`src/rtl/debug_uart_tx.sv`:
```
// Debug trace serializer: snapshots {PC, ACC} on a request and sends A5,PC_hi,PC_lo,ACC_hi,ACC_lo as 8N1.
// Latency 1 clk from request edge to start bit; requests while busy are dropped and flagged in sticky overrun.
module debug_uart_tx #(
    parameter int AB           = 11,
    parameter int DB           = 16,
    parameter int CLKS_PER_BIT = 5208
) (
    input  logic          clk,
    input  logic          rst_n,
    input  logic          wr_uart,
    input  logic [AB-1:0] Addr,
    input  logic [DB-1:0] Acc,
    output logic          tx,
    output logic          busy,
    output logic          frame_done,
    output logic          overrun
);
    localparam int BW = (CLKS_PER_BIT > 1) ? $clog2(CLKS_PER_BIT) : 1;

    localparam logic [1:0] S_IDLE  = 2'd0;
    localparam logic [1:0] S_START = 2'd1;
    localparam logic [1:0] S_DATA  = 2'd2;
    localparam logic [1:0] S_STOP  = 2'd3;

    logic [1:0]    state_q, state_d;
    logic [BW-1:0] baud_q, baud_d;
    logic [2:0]    bit_q, bit_d;
    logic [2:0]    byte_q, byte_d;
    logic [31:0]   snap_q, snap_d;
    logic          tx_q, tx_d;
    logic          busy_q, busy_d;
    logic          ovr_q, ovr_d;
    logic          bit_end;
    logic [7:0]    byte_sel;

    assign bit_end = (baud_q == BW'(CLKS_PER_BIT - 1));

    always_comb begin
        state_d = state_q;
        baud_d  = baud_q;
        bit_d   = bit_q;
        byte_d  = byte_q;
        snap_d  = snap_q;
        ovr_d   = ovr_q | (wr_uart & busy_q);
        case (state_q)
            S_IDLE: begin
                if (wr_uart) begin
                    state_d = S_START;
                    snap_d  = {16'(Addr), 16'(Acc)};
                    baud_d  = '0;
                    bit_d   = 3'd0;
                    byte_d  = 3'd0;
                end
            end
            S_START: begin
                if (bit_end) begin
                    baud_d  = '0;
                    state_d = S_DATA;
                end else begin
                    baud_d = baud_q + BW'(1);
                end
            end
            S_DATA: begin
                if (bit_end) begin
                    baud_d = '0;
                    if (bit_q == 3'd7) begin
                        bit_d   = 3'd0;
                        state_d = S_STOP;
                    end else begin
                        bit_d = bit_q + 3'd1;
                    end
                end else begin
                    baud_d = baud_q + BW'(1);
                end
            end
            default: begin
                if (bit_end) begin
                    baud_d = '0;
                    if (byte_q == 3'd4) begin
                        byte_d  = 3'd0;
                        state_d = S_IDLE;
                    end else begin
                        byte_d  = byte_q + 3'd1;
                        state_d = S_START;
                    end
                end else begin
                    baud_d = baud_q + BW'(1);
                end
            end
        endcase
    end

    // Byte and tx level are derived from next-state values so tx can be a plain register.
    always_comb begin
        case (byte_d)
            3'd1:    byte_sel = snap_d[31:24];
            3'd2:    byte_sel = snap_d[23:16];
            3'd3:    byte_sel = snap_d[15:8];
            3'd4:    byte_sel = snap_d[7:0];
            default: byte_sel = 8'hA5;
        endcase
    end

    always_comb begin
        busy_d = (state_d != S_IDLE);
        case (state_d)
            S_START: tx_d = 1'b0;
            S_DATA:  tx_d = byte_sel[bit_d];
            default: tx_d = 1'b1;
        endcase
    end

    always_ff @(posedge clk or negedge rst_n) begin
        if (!rst_n) begin
            state_q <= S_IDLE;
            baud_q  <= '0;
            bit_q   <= 3'd0;
            byte_q  <= 3'd0;
            snap_q  <= '0;
            tx_q    <= 1'b1;
            busy_q  <= 1'b0;
            ovr_q   <= 1'b0;
        end else begin
            state_q <= state_d;
            baud_q  <= baud_d;
            bit_q   <= bit_d;
            byte_q  <= byte_d;
            snap_q  <= snap_d;
            tx_q    <= tx_d;
            busy_q  <= busy_d;
            ovr_q   <= ovr_d;
        end
    end

    assign tx         = tx_q;
    assign busy       = busy_q;
    assign overrun    = ovr_q;
    assign frame_done = (state_q == S_STOP) && (byte_q == 3'd4) && bit_end;
endmodule

```
`config.mk`:
```
export PLATFORM = sky130hd
export DESIGN_NAME = debug_uart_tx
export DESIGN_NICKNAME = d
export VERILOG_FILES = /design/src/rtl/debug_uart_tx.sv
export SDC_FILE = /design/constraint.sdc
export NUM_CORES = 1
export LEC_CHECK = 0
export CAP_MARGIN = 20
export CORE_MARGIN = 1
export CORE_UTILIZATION = 45
export DETAILED_ROUTE_END_ITERATION = 10
export DONT_BUFFER_PORTS = 1
export GPL_TIMING_DRIVEN = 0
export PLACE_DENSITY = 0.57
export SYNTH_ARGS = -nofsm -noshare
export SYNTH_HDL_FRONTEND = slang
export SYNTH_SLANG_ARGS = --single-unit
```
`constraint.sdc`:
```
create_clock -name clk -period 4.9 [get_ports clk]
set_input_delay 0.49 -clock clk [delete_from_list [all_inputs] [get_ports clk]]
set_output_delay 0.49 -clock clk [all_outputs]
set_load 0.05 [all_outputs]
```
==> results of run 1 <==
-- worst min-delay path by stage --
stage	startpoint	to	slack [ps]
finish	rst_n	snap_q[27]	8
global route	rst_n	baud_q[4]	40
CTS	rst_n	baud_q[4]	30
detailed placement	rst_n	baud_q[6]	200
global placement	rst_n	baud_q[9]	200
floorplan	rst_n	baud_q[0]	190
-- layer usage --
metal,vias up,global-route usage [%],part of all wire (%)
met2,54,28.5,43
met5,-,0,0
li1,1130,-,-
met4,0,5.00,1.0
met1,1121,31.7,52
met3,8,3.08,4.6
-- critical path: stages (launching register included) --
cell and delay, ps:
dfrtp_1 470, inv_1 90, ha_1 200, clkbuf_1 170
nor2b_1 160, buf_2 160, o21ai_1 340, nor4b_1 390
o31a_1 360, a221oi_1 150, a211oi_1 320, nand4_1 170
o211ai_1 120
-- report_power, final --
part           internal, uW      switching, uW  leakage, uW
clock network           103                161    0.0000456
registers               462  0.000000000000160     0.000728
logic                  3.31               9.12     0.000737
-- cell usage in the layout, fill, tap and decap left out, types with 5 or more instances in the layout --
cell	synthesis	routed
clkbuf_1	5	6
clkbuf_8	0	5
inv_1	8	8
mux2_2	28	28
nand3_1	8	8
ha_1	10	10
a21oi_1	8	8
xnor2_1	5	5
nand2_1	25	25
o21ai_0	27	27
nand4_1	7	7
and3_1	5	5
nor2_1	8	8
dfrtp_1	55	55
nand2b_1	9	9
and2_1	6	6
a31oi_1	7	7
-- cell type report --
cell class,count,area [um2],area share [%]
multi-input combinational,223,1660,48.4
inverter,9,33.8,0.985
clock inverter,2,13.8,0.401
tap,96,120,3.50
timing repair buffer,2,37.5,1.09
clock buffer,6,72.6,2.12
sequential,56,1400,40.9
buffer,14,90.1,2.63
-- cells by family (layout without fill, tap and decap cells) --
kind of cell	after synthesis	after routing
AO/OA/AOI/OAI	79	79
AND/OR/NAND/NOR	97	97
multiplexers	32	32
buffers and inverters	23	33
adder cells (fa/ha/maj)	10	10
XOR/XNOR	5	5
flip-flops	56	56
-- state kept, by name (all words and copies together) (netlist names) --
name and count:
overrun 1, busy 1, byte_q 3, baud_q 13, state_q 2, tx 1
snap_q 32, bit_q 3
-- metrics by stage --
stage,setup slack (ps),cell area (um2),hold slack [ps],cells,total power [uW]
2_1_floorplan,2350,3190,194,302,471
3_3_place_gp,1810,3310,196,398,471
3_5_place_dp,1780,3310,196,398,471
4_1_cts,1750,3430,33.6,408,746
5_1_grt,1370,3430,37.8,408,763
6_report,1710,3430,7.55,408,738
-- timing repair --
action	CTS	global route
hold buffers	2	0
setup buffers	0	0
endpoints found under the hold margin	55	0
==> results_dict.tcl, run 1 <==
set metrics [dict create \
    cts_tree "yes" \
    vias 2313 \
    skew_ps 13.8 \
    clock-sinks 56 \
    synthTopCellsByArea "dfrtp_1 (43%), mux2_2 (9.9%), o21ai_0 (4.2%)" \
    ctsResizeCount 0 \
    num_rows 30 \
    drc_errors 0 \
    leakage_uw 0.00151 \
    fillers 652 \
    cts.clk_slew.worst_paths_ps 110 \
    grt_pass1_wl_um 11400 \
    avgSynthCellArea_um2 10.5 \
    crit_arrival_ps 3430 \
    critPathCapture "tx" \
    yosysUniqueCellTypes 69 \
    cts_root_buf "clkbuf_8" \
    cts_htree_levels 2 \
    routed_wl_um 7020 \
    rsz0062_at_grt "no" \
    synth-edff-count 0 \
    antenna_found_initial 0 \
    drtIter0Drc 151 \
    setup_tns_ps 0 \
    final_max_slew_viol_count 0 \
    drive_gt1_share_pct 19.6 \
    die_area_mm2 0.00742 \
    period_share_pct 65.0 \
    worst-setup-path-type "register to register" \
    ioPinCount 34 \
    hold_viol 0 \
    synthMuxAreaShare_pct 11.3 \
    netlist_instances 302 \
    synth_nets 342 \
    max_clock_freq_mhz 314 \
    synth_compound_area_share_pct 16.2 \
    ys_ff_latch 56 \
    async_flop_share_pct 100 \
    maxSlewHeadroom_pct 34.0 \
    hp-class "input pin to asynchronous set/reset pin" \
    die_w_um 86.1 \
    cap_violations 0 \
    yosys.area_share.simple_pct 19.3 \
    nets 351 \
    drt_pass1_iterations 4 \
    irDropWorstVdd_v 0.000115 \
    reg2regPathDepth 12 \
    tightest_slew_ps 983 \
    synth_top_cells_by_count "dfrtp_1 (55), mux2_2 (28), o21ai_0 (27), nand2_1 (25), ha_1 (10)" \
    start_util_pct 46.6 \
    place_hpwl_um 5020 \
    synth_top_family_by_area "simple AND/OR/NAND/NOR gates" \
    yosys.area.top_type_share_pct 43.2 \
    cts_buffers 5 \
    wl_per_cell_um 17.2 \
    drtAntennaViolNets 0 \
    synthesis.yosys.warnings 0 \
    die_height_um 86.1 \
    cp_max_fo 8 \
    synth.most_common_cell "dfrtp_1" \
    synth-xor-area-share_pct 1.37 \
    worst_setup_path_end_kind "register" \
    power_density_mw_per_mm2 215 \
    r2r_end "tx" \
    setup_viol 0 \
    synth_flop_cell "dfrtp_1" \
    gp_congestion 0.830 \
    core_mm2 0.00683 \
    cp-start-kind "register" \
    ys_seq_area_share_pct 44.0 \
    fin_crit_ps 3190 \
    cp-startpoint "state_q[0]" \
    final_core_util_pct 50.2 \
    portBuffers 0 \
    outcome "completed" \
    grt_usage_pct 20.1 \
    syn_area_mm2 0.00319 \
    cp.required_ps 5140 \
    grt_max_degree 56 \
    clock_path_buffers 2 \
    area_growth_pct 7.66 \
    reg2reg_slack_ps 1710 \
    synth_top_area_cell "dfrtp_1" \
    reg2reg_from "state_q[0]" \
    synthAdderAreaFrac_pct 3.93 \
    overflow 0 \
    vias_per_cell 5.67 \
    antenna_cells 0 \
    grt_pass1_vias 2177 \
    clk_latency_ps 320 \
]
(Power assumes the default switching activity.)
==> inputs of run 2 (changes only) <==
==> constraint.sdc (replaced) <==
create_clock -name clk -period 3.3 [get_ports clk]
set_input_delay 0.33 -clock clk [delete_from_list [all_inputs] [get_ports clk]]
set_output_delay 0.33 -clock clk [all_outputs]
set_load 0.05 [all_outputs]
==> run 2 against run 1 <==
  * Sequential share of layout area shrank 0.16 points
  * Global-route usage decreased by 0.25 points
  * Register-to-register slack got worse by 1400 ps
  * Non-clock buffer count down 1
  * Sequential cell count did not move
  * Die area is the same
  * Sequential power increased by 48%
  * Critical path type unchanged
  * Critical endpoint unchanged
==> results_dict.tcl, run 2 (synthesized netlist as in run 1, its figures left out) <==
set metrics [dict create \
    outcome "completed" \
    regMostFlops "snap_q" \
    crit_arrival_ps 3210 \
    grtUsageMet3_pct 3.08 \
    layout.cells.most_common_list "dfrtp_1 (55), mux2_2 (28), o21ai_0 (27), nand2_1 (25), ha_1 (10)" \
    final_max_slew_viol_count 0 \
    wl_per_cell_um 17.1 \
    fin_cells 407 \
    grt_max_degree 57 \
    largestRegisters "snap_q: 32 flops, baud_q: 13 flops" \
    drtAntennaViolNets 0 \
    cp.buffers_inverters 2 \
    crit_chain "inv_1, ha_1, nor2b_1, buf_2, o21ai_2, or4b_1, a21oi_2, nand2_1, a211oi_1, nand4_1, o211ai_1" \
    portBuffers 0 \
    vias 2328 \
    die_w_um 86.1 \
    cts_root_buf "clkbuf_8" \
    vias_per_cell 5.72 \
    clk_latency_ps 320 \
    hp-class "input pin to register" \
    cts.clk_slew.worst_paths_ps 110 \
    grt-busiest-layer "met1" \
    timing.final.ws_setup_ps 332 \
    gp_congestion 0.830 \
    area_growth_pct 8.09 \
    hold_viol 0 \
    cp_max_fo 8 \
    grt_usage_pct 19.9 \
    drt_pass1_iterations 4 \
    placedInstanceArea_mm2 0.00331 \
    routed_wl_um 6950 \
    post-route-cell-area_mm2 0.00344 \
    leakage_uw 0.00152 \
    skew_ps 14.0 \
    worst_setup_path_end_kind "register" \
    final_core_util_pct 50.4 \
    cts_buffers 5 \
    fin_crit_ps 2970 \
    fillers 653 \
    cts_htree_levels 2 \
    place_hpwl_um 5020 \
    seq_area_mm2 0.00140 \
    cap_violations 0 \
    num_rows 30 \
    grt_pass1_wl_um 11300 \
    nets 350 \
    period_share_pct 89.9 \
    drtIter0Drc 150 \
    use_met1_pct 31.4 \
    max_clock_freq_mhz 337 \
    max_stage_delay_ps 520 \
    grt_pass1_vias 2177 \
    maxSlewHeadroom_pct 38.0 \
    cp-start-kind "register" \
    cts_tree "yes" \
    cp.required_ps 3540 \
    worst-setup-path-type "register to register" \
    cp_slowest_cell "or4b_1" \
    irDropWorstVdd_v 0.000171 \
    setup_tns_ps 0 \
    die_area_mm2 0.00742 \
    critical_path.top_delay_family "simple AND/OR/NAND/NOR gates" \
    mostFrequentLayoutCell "dfrtp_1" \
    power_density_mw_per_mm2 317 \
    core_mm2 0.00683 \
    clock-sinks 56 \
    start_util_pct 46.6 \
    tightest_slew_ps 927 \
    overflow 0 \
    pre_cts_slack_ps 177 \
    place_inst 398 \
    multi_input_area_mm2 0.00168 \
    ioPinCount 34 \
    antenna_cells 0 \
    grt_use_met2_pct 28.0 \
    rsz0062_at_grt "no" \
    setup_viol 0 \
    largest_reg_flops 32 \
    die_height_um 86.1 \
    drive_gt1_share_pct 20.9 \
    antenna_found_initial 0 \
    drc_errors 0 \
    clock_path_buffers 2 \
]
[run 2: layout make-up]
class	count	area share [%]
buffer	13	2.54
clock buffer	6	2.11
clock inverter	2	0.400
inverter	9	0.981
multi-input combinational	223	48.7
sequential	56	40.7
tap	96	3.49
timing repair buffer	2	1.09
[run 2: report_power, final]
part | total (uW) | switching (uW) | leakage (uW) | internal (uW)
clock network | 389 | 237 | 0.0000456 | 152
logic | 18.4 | 13.6 | 0.000743 | 4.80
registers | 686 | 0.000000000000238 | 0.000728 | 686
total | 1090 | 250 | 0.00152 | 843
[run 2: worst paths after layout]
| path | start | endpoint | slack (ps) | cells after the start |
|---|---|---|---|---|
| max | state_q[0] | tx | 330 | 11 |
| min in group asynchronous | rst_n | snap_q[27] | 520 | 2 |
| min | wr_uart | overrun | 130 | 1 |
| max reg2reg | state_q[0] | tx | 330 | 11 |
| min reg2reg | snap_q[27] | snap_q[27] | 490 | 1 |
| max in group asynchronous | rst_n | tx | 2490 | 2 |
[run 2: stage by stage]
stage | hold slack, ps | power, uW
3_5_place_dp | 36.4 | 700
4_1_cts | 120 | 1110
6_report | 128 | 1090
2_1_floorplan | 34.4 | 700
3_3_place_gp | 35.9 | 700
5_1_grt | 119 | 1130
[run 2: metal layers]
| layer | part of all wire, % | vias up |
|---|---|---|
| met3 | 3.7 | 4 |
| met1 | 53 | 1142 |
| met4 | 0.69 | 0 |
| li1 | - | 1131 |
| met5 | 0 | - |
| met2 | 43 | 51 |
[run 2: timing repair]
item	in CTS	in global routing
hold buffers	2	0
endpoints found under the setup margin	0	1
setup buffers	0	0
resized for setup	0	5
endpoints found under the hold margin	56	0
==> inputs of run 3 (changes only) <==
--- a/config.mk
+++ b/config.mk
@@ -10,6 +10,7 @@
 export CORE_UTILIZATION = 45
 export DETAILED_ROUTE_END_ITERATION = 10
 export DONT_BUFFER_PORTS = 1
+export GPL_ROUTABILITY_DRIVEN = 0
 export GPL_TIMING_DRIVEN = 0
 export PLACE_DENSITY = 0.57
 export SYNTH_ARGS = -nofsm -noshare
==> results of run 3 <==
Final layout, timing and power as in run 2 (identical DEF).
